`config.mk`:
```
export PLATFORM = sky130hd
export DESIGN_NAME = led7seg_scan_scheduler_flat
export DESIGN_NICKNAME = d
export VERILOG_FILES = /design/src/rtl/led7seg_scan_scheduler_if.sv /design/src/rtl/led7seg_scan_scheduler.sv /design/src/flat_wrapper.sv
export SDC_FILE = /design/constraint.sdc
export NUM_CORES = 1
export LEC_CHECK = 0
export CAP_MARGIN = 20
export CORE_MARGIN = 1
export CORE_UTILIZATION = 44
export DETAILED_ROUTE_END_ITERATION = 6
export GPL_ROUTABILITY_DRIVEN = 0
export GPL_TIMING_DRIVEN = 0
export PLACE_DENSITY = 0.68
export SKIP_CTS_REPAIR_TIMING = 1
export SYNTH_ARGS = -nofsm -noshare
export SYNTH_HDL_FRONTEND = slang
export SYNTH_SLANG_ARGS = --single-unit
```
`constraint.sdc`:
```
create_clock -name clk -period 9.1 [get_ports clk]
set_input_delay 1.82 -clock clk [delete_from_list [all_inputs] [get_ports clk]]
set_output_delay 1.82 -clock clk [all_outputs]
set_load 0.02 [all_outputs]
```
`src/rtl/led7seg_scan_scheduler_if.sv`:
```
// Word stream from the scan scheduler to the 74HC595 shift controller.
// The master drives {segments, select} words; the slave accepts them with rdy.
interface led7seg_scan_scheduler_if;
    logic [15:0] dat;
    logic        vld;
    logic        rdy;

    modport master (output dat, output vld, input rdy);
    modport slave  (input dat, input vld, output rdy);
endinterface

```
`src/rtl/led7seg_scan_scheduler.sv`:
```
// Periodic frame scheduler for the 8-digit seven-segment module: snapshots
// digit codes and masks, then streams one {segments, select} word per digit.
module led7seg_scan_scheduler #(
    parameter int unsigned REFRESH_DIV    = 125000,
    parameter bit          SEG_ACTIVE_LOW = 1'b1
) (
    input  logic                            clk,
    input  logic                            rst,
    input  logic                            en_i,
    input  logic [31:0]                     digits_i,
    input  logic [7:0]                      blank_i,
    input  logic [7:0]                      dp_i,
    led7seg_scan_scheduler_if.master        out_if,
    output logic                            busy_o,
    output logic                            frame_done_o
);

    localparam int CNT_W = $clog2(REFRESH_DIV);

    typedef enum logic [1:0] {
        S_IDLE,
        S_LOAD,
        S_SEND
    } state_e;

    state_e            state_q, state_d;
    logic [CNT_W-1:0]  cnt_q, cnt_d;
    logic              pending_q, pending_d;
    logic [2:0]        idx_q, idx_d;
    logic [15:0]       dat_q, dat_d;
    logic              frame_done_q, frame_done_d;
    logic [31:0]       digits_q;
    logic [7:0]        blank_q;
    logic [7:0]        dp_q;
    logic              tick;
    logic [2:0]        idx_nxt;

    function automatic logic [7:0] seg_lut(input logic [3:0] code);
        logic [7:0] seg;
        case (code)
            4'h0: seg = 8'h3F;
            4'h1: seg = 8'h06;
            4'h2: seg = 8'h5B;
            4'h3: seg = 8'h4F;
            4'h4: seg = 8'h66;
            4'h5: seg = 8'h6D;
            4'h6: seg = 8'h7D;
            4'h7: seg = 8'h07;
            4'h8: seg = 8'h7F;
            4'h9: seg = 8'h6F;
            4'hA: seg = 8'h77;
            4'hB: seg = 8'h7C;
            4'hC: seg = 8'h39;
            4'hD: seg = 8'h5E;
            4'hE: seg = 8'h79;
            default: seg = 8'h71;
        endcase
        return seg;
    endfunction

    // Blank wins over dp; polarity is applied last and never touches select.
    function automatic logic [15:0] encode(input logic [3:0] code, input logic blank,
                                           input logic dp, input logic [2:0] idx);
        logic [7:0] seg;
        seg    = seg_lut(code);
        seg[7] = dp;
        if (blank) seg = 8'h00;
        if (SEG_ACTIVE_LOW) seg = ~seg;
        return {seg, 8'h01 << idx};
    endfunction

    assign tick    = (cnt_q == CNT_W'(REFRESH_DIV - 1));
    assign cnt_d   = tick ? '0 : cnt_q + 1'b1;
    assign idx_nxt = idx_q + 3'd1;

    assign out_if.dat   = dat_q;
    assign out_if.vld   = (state_q == S_SEND);
    assign busy_o       = (state_q != S_IDLE);
    assign frame_done_o = frame_done_q;

    always_comb begin
        // NOTE: every next-state signal gets its hold value first so no path infers a latch.
        state_d      = state_q;
        pending_d    = pending_q;
        idx_d        = idx_q;
        dat_d        = dat_q;
        frame_done_d = 1'b0;

        case (state_q)
            S_IDLE: begin
                if (tick && en_i) state_d = S_LOAD;
            end

            S_LOAD: begin
                idx_d   = 3'd0;
                dat_d   = encode(digits_i[3:0], blank_i[0], dp_i[0], 3'd0);
                state_d = S_SEND;
                if (tick) pending_d = 1'b1;
            end

            S_SEND: begin
                if (tick) pending_d = 1'b1;
                if (out_if.rdy) begin
                    if (idx_q != 3'd7) begin
                        idx_d = idx_nxt;
                        dat_d = encode(digits_q[{idx_nxt, 2'b00} +: 4], blank_q[idx_nxt],
                                       dp_q[idx_nxt], idx_nxt);
                    end else begin
                        // A tick landing on the final transfer starts the next frame directly.
                        frame_done_d = 1'b1;
                        pending_d    = 1'b0;
                        state_d      = ((pending_q || tick) && en_i) ? S_LOAD : S_IDLE;
                    end
                end
            end

            default: state_d = S_IDLE;
        endcase
    end

    always_ff @(posedge clk or posedge rst) begin
        if (rst) begin
            state_q      <= S_IDLE;
            cnt_q        <= '0;
            pending_q    <= 1'b0;
            idx_q        <= 3'd0;
            dat_q        <= 16'h0000;
            frame_done_q <= 1'b0;
        end else begin
            state_q      <= state_d;
            cnt_q        <= cnt_d;
            pending_q    <= pending_d;
            idx_q        <= idx_d;
            dat_q        <= dat_d;
            frame_done_q <= frame_done_d;
        end
    end

    // NOTE: the snapshot needs no reset; it is always written in LOAD before SEND reads it.
    always_ff @(posedge clk) begin
        if (state_q == S_LOAD) begin
            digits_q <= digits_i;
            blank_q  <= blank_i;
            dp_q     <= dp_i;
        end
    end

endmodule

```
`src/flat_wrapper.sv`:
```
// flat-port wrapper written by rule: the top's interface ports become plain ports
module led7seg_scan_scheduler_flat 
#(
    parameter int unsigned REFRESH_DIV    = 125000,
    parameter bit          SEG_ACTIVE_LOW = 1'b1
)
  (clk, rst, en_i, digits_i, blank_i, dp_i, busy_o, frame_done_o, out_if_dat, out_if_vld, out_if_rdy);
  led7seg_scan_scheduler_if out_if_i ();
  input  logic clk;
  input  logic rst;
  input  logic en_i;
  input  logic [31:0] digits_i;
  input  logic [7:0] blank_i;
  input  logic [7:0] dp_i;
  output logic busy_o;
  output logic frame_done_o;
  output wire logic [$bits(out_if_i.dat)-1:0] out_if_dat;
  output wire logic [$bits(out_if_i.vld)-1:0] out_if_vld;
  input wire logic [$bits(out_if_i.rdy)-1:0] out_if_rdy;
  assign out_if_dat = out_if_i.dat;
  assign out_if_vld = out_if_i.vld;
  assign out_if_i.rdy = out_if_rdy;
  led7seg_scan_scheduler #(.REFRESH_DIV(REFRESH_DIV), .SEG_ACTIVE_LOW(SEG_ACTIVE_LOW)) u_core (.clk(clk), .rst(rst), .en_i(en_i), .digits_i(digits_i), .blank_i(blank_i), .dp_i(dp_i), .out_if(out_if_i), .busy_o(busy_o), .frame_done_o(frame_done_o));
endmodule
```
==> flow_metrics.tcl <==
set metrics [dict create \
    power_frac_seq_pct 56.9 \
    hp-start "u_core.cnt_q[0]" \
    r2r_slack_ns 5.47 \
    path_delay_family "buffers and inverters" \
    share_comb_of_total_power_pct 5.0 \
    dieArea_mm2 0.00996 \
    p_sw_mw 0.157 \
    fp.dieW_um 99.8 \
    path_clk_slew_ns 0.09 \
    ys_types 50 \
    slew-limit-headroom_pct 41.5 \
    pwr_density_cell_mw_per_mm2 139 \
    rr_worst_depth 13 \
    ys_seq_area_share_pct 58.0 \
    power_mw 0.739 \
    start_util_pct 45.6 \
    ys_seq_elements 88 \
    worstSetupPathType "reg -> out" \
    grt-ovfl-total 0 \
    drtAntennaViolNets 0 \
    syn_area_mm2 0.00421 \
    max_stage_delay_ns 0.68 \
    p_clk_share_pct 38.1 \
    ys.flop_type "edfxtp_1" \
    avgSynthCellArea_um2 13.6 \
    dp_hpwl_mm 5.97 \
    synth_edf_count 48 \
    rr_startpoint "u_core.idx_q[0]" \
    firstDrtPassIters 4 \
    synthCells 309 \
    grt_start_max_net_pins 41 \
    async_flop_share_pct 45.5 \
    fin_tns_setup_ns 0 \
    fmax_mhz 268 \
    status "complete, no violations" \
    multi_input_area_mm2 0.00163 \
    cts_sinks 88 \
    setup_violations 0 \
    h-tree-depth 3 \
    cp_data_required_time_ns 7.28 \
    end_kind "primary output" \
    cts-root-buf "clkbuf_8" \
    grt_pass1_wl_mm 13.6 \
    r2r_end "u_core.out_if.dat[13]" \
    fin_hold_ws_ns 0.456 \
    placementRows 35 \
    num_io_pins 71 \
    p_leak_nw 2.07 \
    drive_gt1_share_pct 11.9 \
    clk_latency_ns 0.35 \
    hp-class "reg -> reg" \
    cpMaxStageDelayCell "clkdlybuf4s50_1" \
    fin_crit_ns 3.73 \
    cts_buffer_depth 2 \
    critical_path.cell_chain "inv_1 -> ha_1 -> clkdlybuf4s50_1" \
    finalHoldViolations 0 \
    cts_made_buffers 9 \
    portBuffers 70 \
    fin_nets 465 \
    fin_util_pct 57.4 \
    drt_iter0_markers 103 \
    antenna_cells 0 \
    p_int_mw 0.582 \
    grt_usage_pct 17.8 \
    tritoncts "done" \
    route.vias.total 2670 \
    antenna_found_initial 0 \
    synth_fp_nets 383 \
    grt_setup_unrepaired "false" \
    maxSlewViolCount 0 \
    hold_depth 1 \
    maxCapViolCount 0 \
    start_kind "flop" \
    grt_pass1_vias 2740 \
    worst_pin_slew_ns 0.877 \
    clock_skew_ns 0.0147 \
    area_delta_synth_final_pct 26.0 \
    final-seq-area_mm2 0.00244 \
    critPathBufInv 2 \
    core-area_mm2 0.00924 \
    crit_path_max_fanout 8 \
    wl_per_cell_um 15.2 \
    drc 0 \
    n_fill_cell 792 \
    routed_via_density 5.09 \
    sw_frac_of_total_pct 21.3 \
    post-route-period-util_pct 41.0 \
    totalWireLength_mm 7.98 \
    min_to "u_core.cnt_q[0]" \
    yosys_warnings 0 \
    die_h_um 99.8 \
    ir_worst_vdd_v 0.0000828 \
    arrival_ns 1.91 \
]
==> worst max-delay path by stage <==
| stage | from | end | cells after the start |
|---|---|---|---|
| after floorplan | u_core.idx_q[0] | u_core.out_if.dat[13] | 13 |
| after detailed placement | out_if_rdy | u_core.out_if.dat[11] | 6 |
| after global placement | out_if_rdy | u_core.out_if.dat[11] | 6 |
| after CTS | u_core.state_q[0] | out_if_vld | 3 |
| after global routing | u_core.idx_q[0] | u_core.out_if.dat[13] | 13 |
| final | u_core.state_q[0] | out_if_vld | 3 |
==> Yosys cell counts, drive strengths merged (2+ instances only) <==
master	number	area share [%]
nor2	16	1.4
a221o	2	0.48
nor3b	2	0.36
clkbuf	4	0.36
nand2b	2	0.30
buf	7	1.2
ha	22	6.5
xor2	4	0.83
and2	2	0.30
or2	2	0.30
o211ai	2	0.36
o21ai	9	1.1
a31oi	3	0.45
edfxtp	48	34
nor3	5	0.59
or3	2	0.30
nand4	2	0.30
or4b	2	0.48
inv	19	1.7
nor4	3	0.45
dfrtp	40	24
mux2	4	1.1
and3	4	0.59
xnor2	11	2.3
nand2	19	1.7
mux4	13	7.0
a21o	3	0.54
a22o	7	1.5
nand3	11	1.3
mux2i	16	4.5
a21oi	10	1.3
nor2b	2	0.30
==> registers in the layout, indices dropped and copies added, names as in the netlist <==
name / count
u_core.blank_q: 8
u_core.cnt_q: 17
u_core.digits_q: 32
u_core.dp_q: 8
u_core.frame_done_o: 1
u_core.idx_q: 3
u_core.out_if.dat: 16
u_core.pending_q: 1
u_core.state_q: 2
==> layout make-up <==
class | instances | share of cell area, %
tap | 129 | 3.04
multi-input combinational | 191 | 30.7
timing repair buffer | 71 | 13.6
inverter | 19 | 1.34
clock buffer | 10 | 2.59
sequential | 88 | 46.0
buffer | 11 | 1.27
clock inverter | 6 | 1.37
==> power groups by stage <==
stage	clock network (mW)	logic, mW	registers [mW]
finish	0.282	0.0371	0.420
global route	0.308	0.0409	0.420
CTS	0.291	0.0377	0.420
detailed placement	0	0.0376	0.429
global placement	0	0.0368	0.429
floorplan	0	0.0106	0.429
==> kinds of logic (layout without fill, tap and decap cells) <==
family	count (synthesis)	after routing	share of synthesized area (%)
AOI/OAI and AO/OA	45	45	7.43
xor gates and xnor gates	15	15	3.12
adders and majority gates	22	22	6.54
buffers and inverters	30	117	3.30
DFF	88	88	58.0
muxes	33	33	12.5
and+or+nand+nor	76	76	9.07
==> metal layers <==
| layer | part of all wire [%] | GRT usage [%] |
|---|---|---|
| met1 | 46 | 23.9 |
| met2 | 48 | 28.5 |
| met3 | 4.7 | 4.67 |
| met4 | 0.74 | 5.43 |
| met5 | 0 | 0 |
==> cell usage in the layout (no fill, tap or decap), types with 10 or more instances in the layout <==
master and count:
clkbuf_8 10, clkdlybuf4s50_1 70, dfrtp_1 40, edfxtp_1 48, ha_1 21, inv_1 18, mux2i_1 13, mux4_2 13
nand2_1 19, nand3_1 11, nor2_1 16, xnor2_1 11
==> worst register-to-register path, stage by stage, from the launching register on <==
cell     delay, ns
dfrtp_1       0.43
buf_6         0.16
buf_4         0.23
inv_1         0.10
ha_1          0.38
buf_2         0.33
mux4_2        0.36
mux2i_1       0.42
inv_1         0.16
ha_1          0.28
inv_1         0.07
mux2i_1       0.06
a221o_1       0.37
a22o_1        0.18
==> stage by stage <==
step | area (um^2) | instances | setup WS (ns)
6_report | 5300 | 525 | 5.37
5_1_grt | 5300 | 525 | 5.18
4_1_cts | 5300 | 525 | 5.36
3_5_place_dp | 5090 | 509 | 5.24
3_3_place_gp | 5070 | 508 | 5.23
2_1_floorplan | 4210 | 309 | 5.96
Note: power is estimated with default switching activity, not from simulation.
